<file path="config.mk">
export PLATFORM = sky130hd
export DESIGN_NAME = mcs4_addr_stack
export DESIGN_NICKNAME = d
export VERILOG_FILES = /design/src/rtl/mcs4_addr_stack.sv
export SDC_FILE = /design/constraint.sdc
export NUM_CORES = 1
export LEC_CHECK = 0
export CORE_UTILIZATION = 47
export DETAILED_ROUTE_END_ITERATION = 10
export MAX_ROUTING_LAYER = met4
export PLACE_DENSITY = 0.75
export SYNTH_ARGS = -nofsm -noshare
export SYNTH_HDL_FRONTEND = slang
export SYNTH_SLANG_ARGS = --single-unit
</file>
<file path="constraint.sdc">
create_clock -name clk -period 2.39 [get_ports clk]
set_clock_uncertainty 0.15 [all_clocks]
set_input_delay 0.3585 -clock clk [delete_from_list [all_inputs] [get_ports clk]]
set_output_delay 0.3585 -clock clk [all_outputs]
set_load 0.05 [all_outputs]
</file>
<file path="src/rtl/mcs4_addr_stack.sv">
// Program counter and circular return-address stack for the MCS-4 core.
// Define MCS4_STACK_GUARD_EN to block stack writes on overflow and pops on underflow.
module mcs4_addr_stack #(
    parameter int ADDR_W = 12,
    parameter int PAGE_W = 8,
    parameter int DEPTH  = 4
) (
    input  logic                       clk,
    input  logic                       rst_n,
    input  logic                       cmd_valid,
    input  logic [2:0]                 cmd,
    input  logic [ADDR_W-1:0]          target,
    input  logic                       clr_flags,
    output logic [ADDR_W-1:0]          pc,
    output logic [ADDR_W-1:0]          pc_inc,
    output logic                       end_of_page,
    output logic [ADDR_W-1:0]          top,
    output logic [$clog2(DEPTH):0]     level,
    output logic                       ovf,
    output logic                       udf
);

    localparam int PTR_W = $clog2(DEPTH);
    localparam int LVL_W = PTR_W + 1;

    typedef enum logic [2:0] {
        CMD_ADV       = 3'd0,
        CMD_JUMP      = 3'd1,
        CMD_JUMP_PAGE = 3'd2,
        CMD_CALL      = 3'd3,
        CMD_RET       = 3'd4
    } cmd_e;

    logic [ADDR_W-1:0] stack [DEPTH];
    logic [PTR_W-1:0]  wr_ptr, rd_ptr;

    logic [ADDR_W-1:0] pc_nxt;
    logic [PTR_W-1:0]  wr_ptr_nxt;
    logic [LVL_W-1:0]  level_nxt;
    logic              push, set_ovf, set_udf;
    logic              full, empty;

    assign pc_inc      = pc + ADDR_W'(1);
    assign end_of_page = &pc[PAGE_W-1:0];
    assign rd_ptr      = wr_ptr - PTR_W'(1);
    assign top         = stack[rd_ptr];
    assign full        = (level == LVL_W'(DEPTH));
    assign empty       = (level == '0);

    always_comb begin
        pc_nxt     = pc;
        wr_ptr_nxt = wr_ptr;
        level_nxt  = level;
        push       = 1'b0;
        set_ovf    = 1'b0;
        set_udf    = 1'b0;
        if (cmd_valid) begin
            case (cmd)
                CMD_JUMP:      pc_nxt = target;
                CMD_JUMP_PAGE: pc_nxt = {pc_inc[ADDR_W-1:PAGE_W], target[PAGE_W-1:0]};
                CMD_CALL: begin
                    pc_nxt  = target;
                    set_ovf = full;
`ifdef MCS4_STACK_GUARD_EN
                    if (!full) begin
                        push       = 1'b1;
                        wr_ptr_nxt = wr_ptr + PTR_W'(1);
                        level_nxt  = level + LVL_W'(1);
                    end
`else
                    push       = 1'b1;
                    wr_ptr_nxt = wr_ptr + PTR_W'(1);
                    if (!full) level_nxt = level + LVL_W'(1);
`endif
                end
                CMD_RET: begin
                    set_udf = empty;
`ifdef MCS4_STACK_GUARD_EN
                    if (empty) begin
                        pc_nxt = pc_inc;
                    end else begin
                        pc_nxt     = stack[rd_ptr];
                        wr_ptr_nxt = rd_ptr;
                        level_nxt  = level - LVL_W'(1);
                    end
`else
                    pc_nxt     = stack[rd_ptr];
                    wr_ptr_nxt = rd_ptr;
                    if (!empty) level_nxt = level - LVL_W'(1);
`endif
                end
                default:       pc_nxt = pc_inc;
            endcase
        end
    end

    always_ff @(posedge clk) begin
        if (!rst_n) begin
            pc     <= '0;
            wr_ptr <= '0;
            level  <= '0;
            ovf    <= 1'b0;
            udf    <= 1'b0;
            for (int unsigned i = 0; i < DEPTH; i++) stack[i] <= '0;
        end else begin
            pc     <= pc_nxt;
            wr_ptr <= wr_ptr_nxt;
            level  <= level_nxt;
            // a flag being set in this cycle takes precedence over clr_flags
            ovf    <= set_ovf | (ovf & ~clr_flags);
            udf    <= set_udf | (udf & ~clr_flags);
            if (push) stack[wr_ptr] <= pc_inc;
        end
    end

endmodule

</file>
==> key figures <==
Status
  – Status: completed

Cells and area
  – Fin nets: between 400 and 500
  – Area Overhead vs Synth: 36.6%
  – Non-Filler Instances: approximately 500
  – Share of layout cells above drive strength 1: 0.278
  – Final Util: 0.673
  – Number of diodes: 0

STA
  – Final hold slack: 0.344 ns
  – FMAX: 0.433 GHz
  – Max-slew violations: 0
  – Fin crit share: 0.967
  – Rel. slew slack: 0.645
  – Post-route worst setup slack: 0.0792 ns
  – Final setup fails: 0
  – Fin crit period: 2.31 ns
  – Setup_tns: 0 ns
  – Tightest Pin Transition: 0.531 ns
  – Final hold violation count: 0

Placed design
  – DP HPWL: ~6400 um
  – Port buffer count: 60
  – Gpl congestion: ~0.86
  – Placed cell count: ~480
  – DP Worst Slack: ~0.049 ns

Setup path
  – Critical path capture point type: output port
  – Critical path data required time: approximately 1.9 ns
  – Crit Path Max Fanout: 7
  – CP startpoint kind: flip-flop
  – Slowest-stage cell, CP: dfxtp_4
  – CP dominant cell by count: buf_4
  – Worst path cell trace: nand4_1, buf_4, buf_4, nor3_1, nor2_2, inv_1, buf_4
  – WP buf/inv: 4
  – Max stage delay on crit path: around 0.41 ns
  – Worst setup path class: reg -> out
  – CP top delay family: buffers and inverters
  – Crit path DAT: 1.80 ns

Synthesis
  – FF+latch count, synth: 67
  – Syn avg cell area: between 10 and 15 um2
  – Syn Std Cell Area: 0.00338 mm2
  – Synth top area cells: edfxtp_1 (43%), dfxtp_1 (11%), mux4_2 (8.0%), nor2_1 (5.0%), nor3_1 (2.8%)
  – Synth warnings: 0
  – Synth cell types: 55
  – Cell taking the most area after synthesis: edfxtp_1
  – Seq/Total Area, Yosys: 0.538
  – Synth async-reset ratio: 0
  – Main flop type after synthesis: edfxtp_1
  – Post-Synthesis Cells: ~300
  – Area share of the largest cell type after synthesis: 0.426
  – Syn Nets: ~330
  – Number of synthesized flops with an enable pin: 48

Power
  – Leak: 1.71 nW
  – Cell Pwr Density: around 610 mW/mm2
  – Max VDD drop: about 0.35 mV

Clocking
  – Root Buffer: clkbuf_8
  – Clock Path Buffers: 2
  – Hold bufs inserted after CTS: 0
  – CTS buffer count: 9
  – Max H-tree Level: 3
  – CTS tree: built
  – CTS sink count: 67
  – Clk_lat worst skew: ~0.34 ns
  – Clock-pin slew on the worst setup and hold paths: roughly 0.080 ns

Route
  – Pre-antenna DRT Iters: 5
  – WL final: 8840 um
  – Number of DRC markers in iteration 0: roughly 180
  – Drt wl/cell: ~18 um
  – Final ANT Viol Nets: 0
  – Post-DR vias/cell: approximately 5.6
  – Via count: 2793
  – Drt drc: 0

Global route
  – Antenna violations before repair: 0
  – Pin count of the biggest net entering global routing: 20
  – Global route overflow: 0
  – Global-route wire length before repair: approximately 13000 um
  – GRT Total Usage: 0.250
  – Vias in the first global route: roughly 2600

Worst hold path
  – Tightest Hold Check Type: reg -> reg

Die
  – Initial Util: 0.493
  – Core area: between 0.006 and 0.007 mm2
  – Boundary pin count: 61
  – Die Ht: 86.9 um
  – Full die area: between 0.007 and 0.008 mm2
  – Die X: between 80 and 90 um
  – Std-Cell Rows: 30

Run
  – Max cap viols: 0
-- report_power, final --
group / leakage, nW / internal [mW] / total (mW) / switching, mW
clock: 0.0870 / 0.478 / 0.908 / 0.430
combinational: 0.970 / 0.232 / 0.589 / 0.357
sequential: 0.656 / 1.29 / 1.33 / 0.0430
-- layout by cell type, fill, tap and decap left out, types with 3 or more instances in the layout --
| master | instances |
|---|---|
| nor2_2 | 3 |
| nand2_1 | 17 |
| or2_1 | 5 |
| o21a_1 | 6 |
| nor3_1 | 15 |
| mux4_2 | 12 |
| o21ai_0 | 13 |
| or3_1 | 3 |
| edfxtp_1 | 48 |
| xnor2_1 | 7 |
| buf_4 | 49 |
| clkbuf_8 | 9 |
| and2_1 | 5 |
| a21oi_1 | 12 |
| nand2b_1 | 5 |
| buf_12 | 9 |
| nor2_1 | 41 |
| a221oi_1 | 3 |
| nor3_2 | 4 |
| dfxtp_1 | 10 |
| clkdlybuf4s50_1 | 36 |
| inv_1 | 18 |
| dfxtp_2 | 7 |
| nand3_1 | 3 |
-- worst register-to-register path: stages (launching register included) --
cell and delay [ns]:
dfxtp_2 0.43, buf_4 0.20, mux4_2 0.55, nand2b_1 0.18
o311a_1 0.12, o31a_1 0.27
-- cell families after synthesis --
kind of cell / synth area share
AOI/OAI and AO/OA: 0.116
xor gates and xnor gates: 0.0285
adders and majority gates: 0.00961
buffers and inverters: 0.0425
DFF: 0.538
muxes: 0.0891
and+or+nand+nor: 0.176
-- final timing paths --
path,start,to,slack (ns),depth (start not counted)
setup / recovery,pc[3]$_SDFFE_PN0P_,pc_inc[5],0.08,7
hold / removal,udf$_SDFF_PN0_,udf$_SDFF_PN0_,0.34,2
setup reg to reg,wr_ptr[0]$_SDFFE_PN0P_,pc[6]$_SDFFE_PN0P_,0.39,5
hold reg to reg,udf$_SDFF_PN0_,udf$_SDFF_PN0_,0.34,2
-- stage by stage --
stage                     power [mW]  area (um2)
after floorplan                 1.70        3410
after global placement          1.93        4360
after detailed placement        1.94        4360
after CTS                       2.83        4560
after global routing            2.92        4620
final                           2.83        4620
-- area by class of cell --
cell class | count | area (um2)
Timing Repair Buffer | 94 | 908
Multi-Input combinational cell | 205 | 1500
Tap cell | 96 | 120
Inverter | 18 | 67.6
Clock buffer | 11 | 131
Fill cell | 506 | 2250
Clock inverter | 5 | 53.8
Sequential cell | 67 | 1840
-- per-layer routing --
metal,up-vias,GRT usage,part of all wire
met5,-,-,0
met4,0,0.0742,0.015
met3,11,0.0455,0.055
li1,1308,-,-
met1,1372,0.316,0.43
met2,102,0.413,0.50
-- sequential cells by signal, indices dropped and copies added, names as in the netlist --
signal,count
ovf,1
stack,48
pc,12
wr_ptr,2
udf,1
level,3
-- synth_stat cells (2+ instances only) --
master,instances
inv_1,18
nand2_1,17
and2_1,5
nor2_1,45
nand3_1,5
a221o_1,2
o31ai_1,2
nand4_1,2
o32ai_1,2
nor3_1,19
mux2i_1,2
o21a_1,6
o22ai_1,2
o311a_1,2
or2_1,5
edfxtp_1,48
a221oi_1,3
dfxtp_1,19
clkbuf_1,13
nand2b_1,5
or3_1,3
nand4b_1,2
xnor2_1,9
o21ai_0,15
a21oi_1,12
mux4_2,12
xor2_1,2
buf_2,4
-- timing repair --
action | 4_1_cts | 5_1_grt
pin swaps | 1 | 1
setup buffers | 0 | 1
setup endpoints to repair | 15 | 9
gates resized for setup | 4 | 13
(Power assumes the default switching activity.)
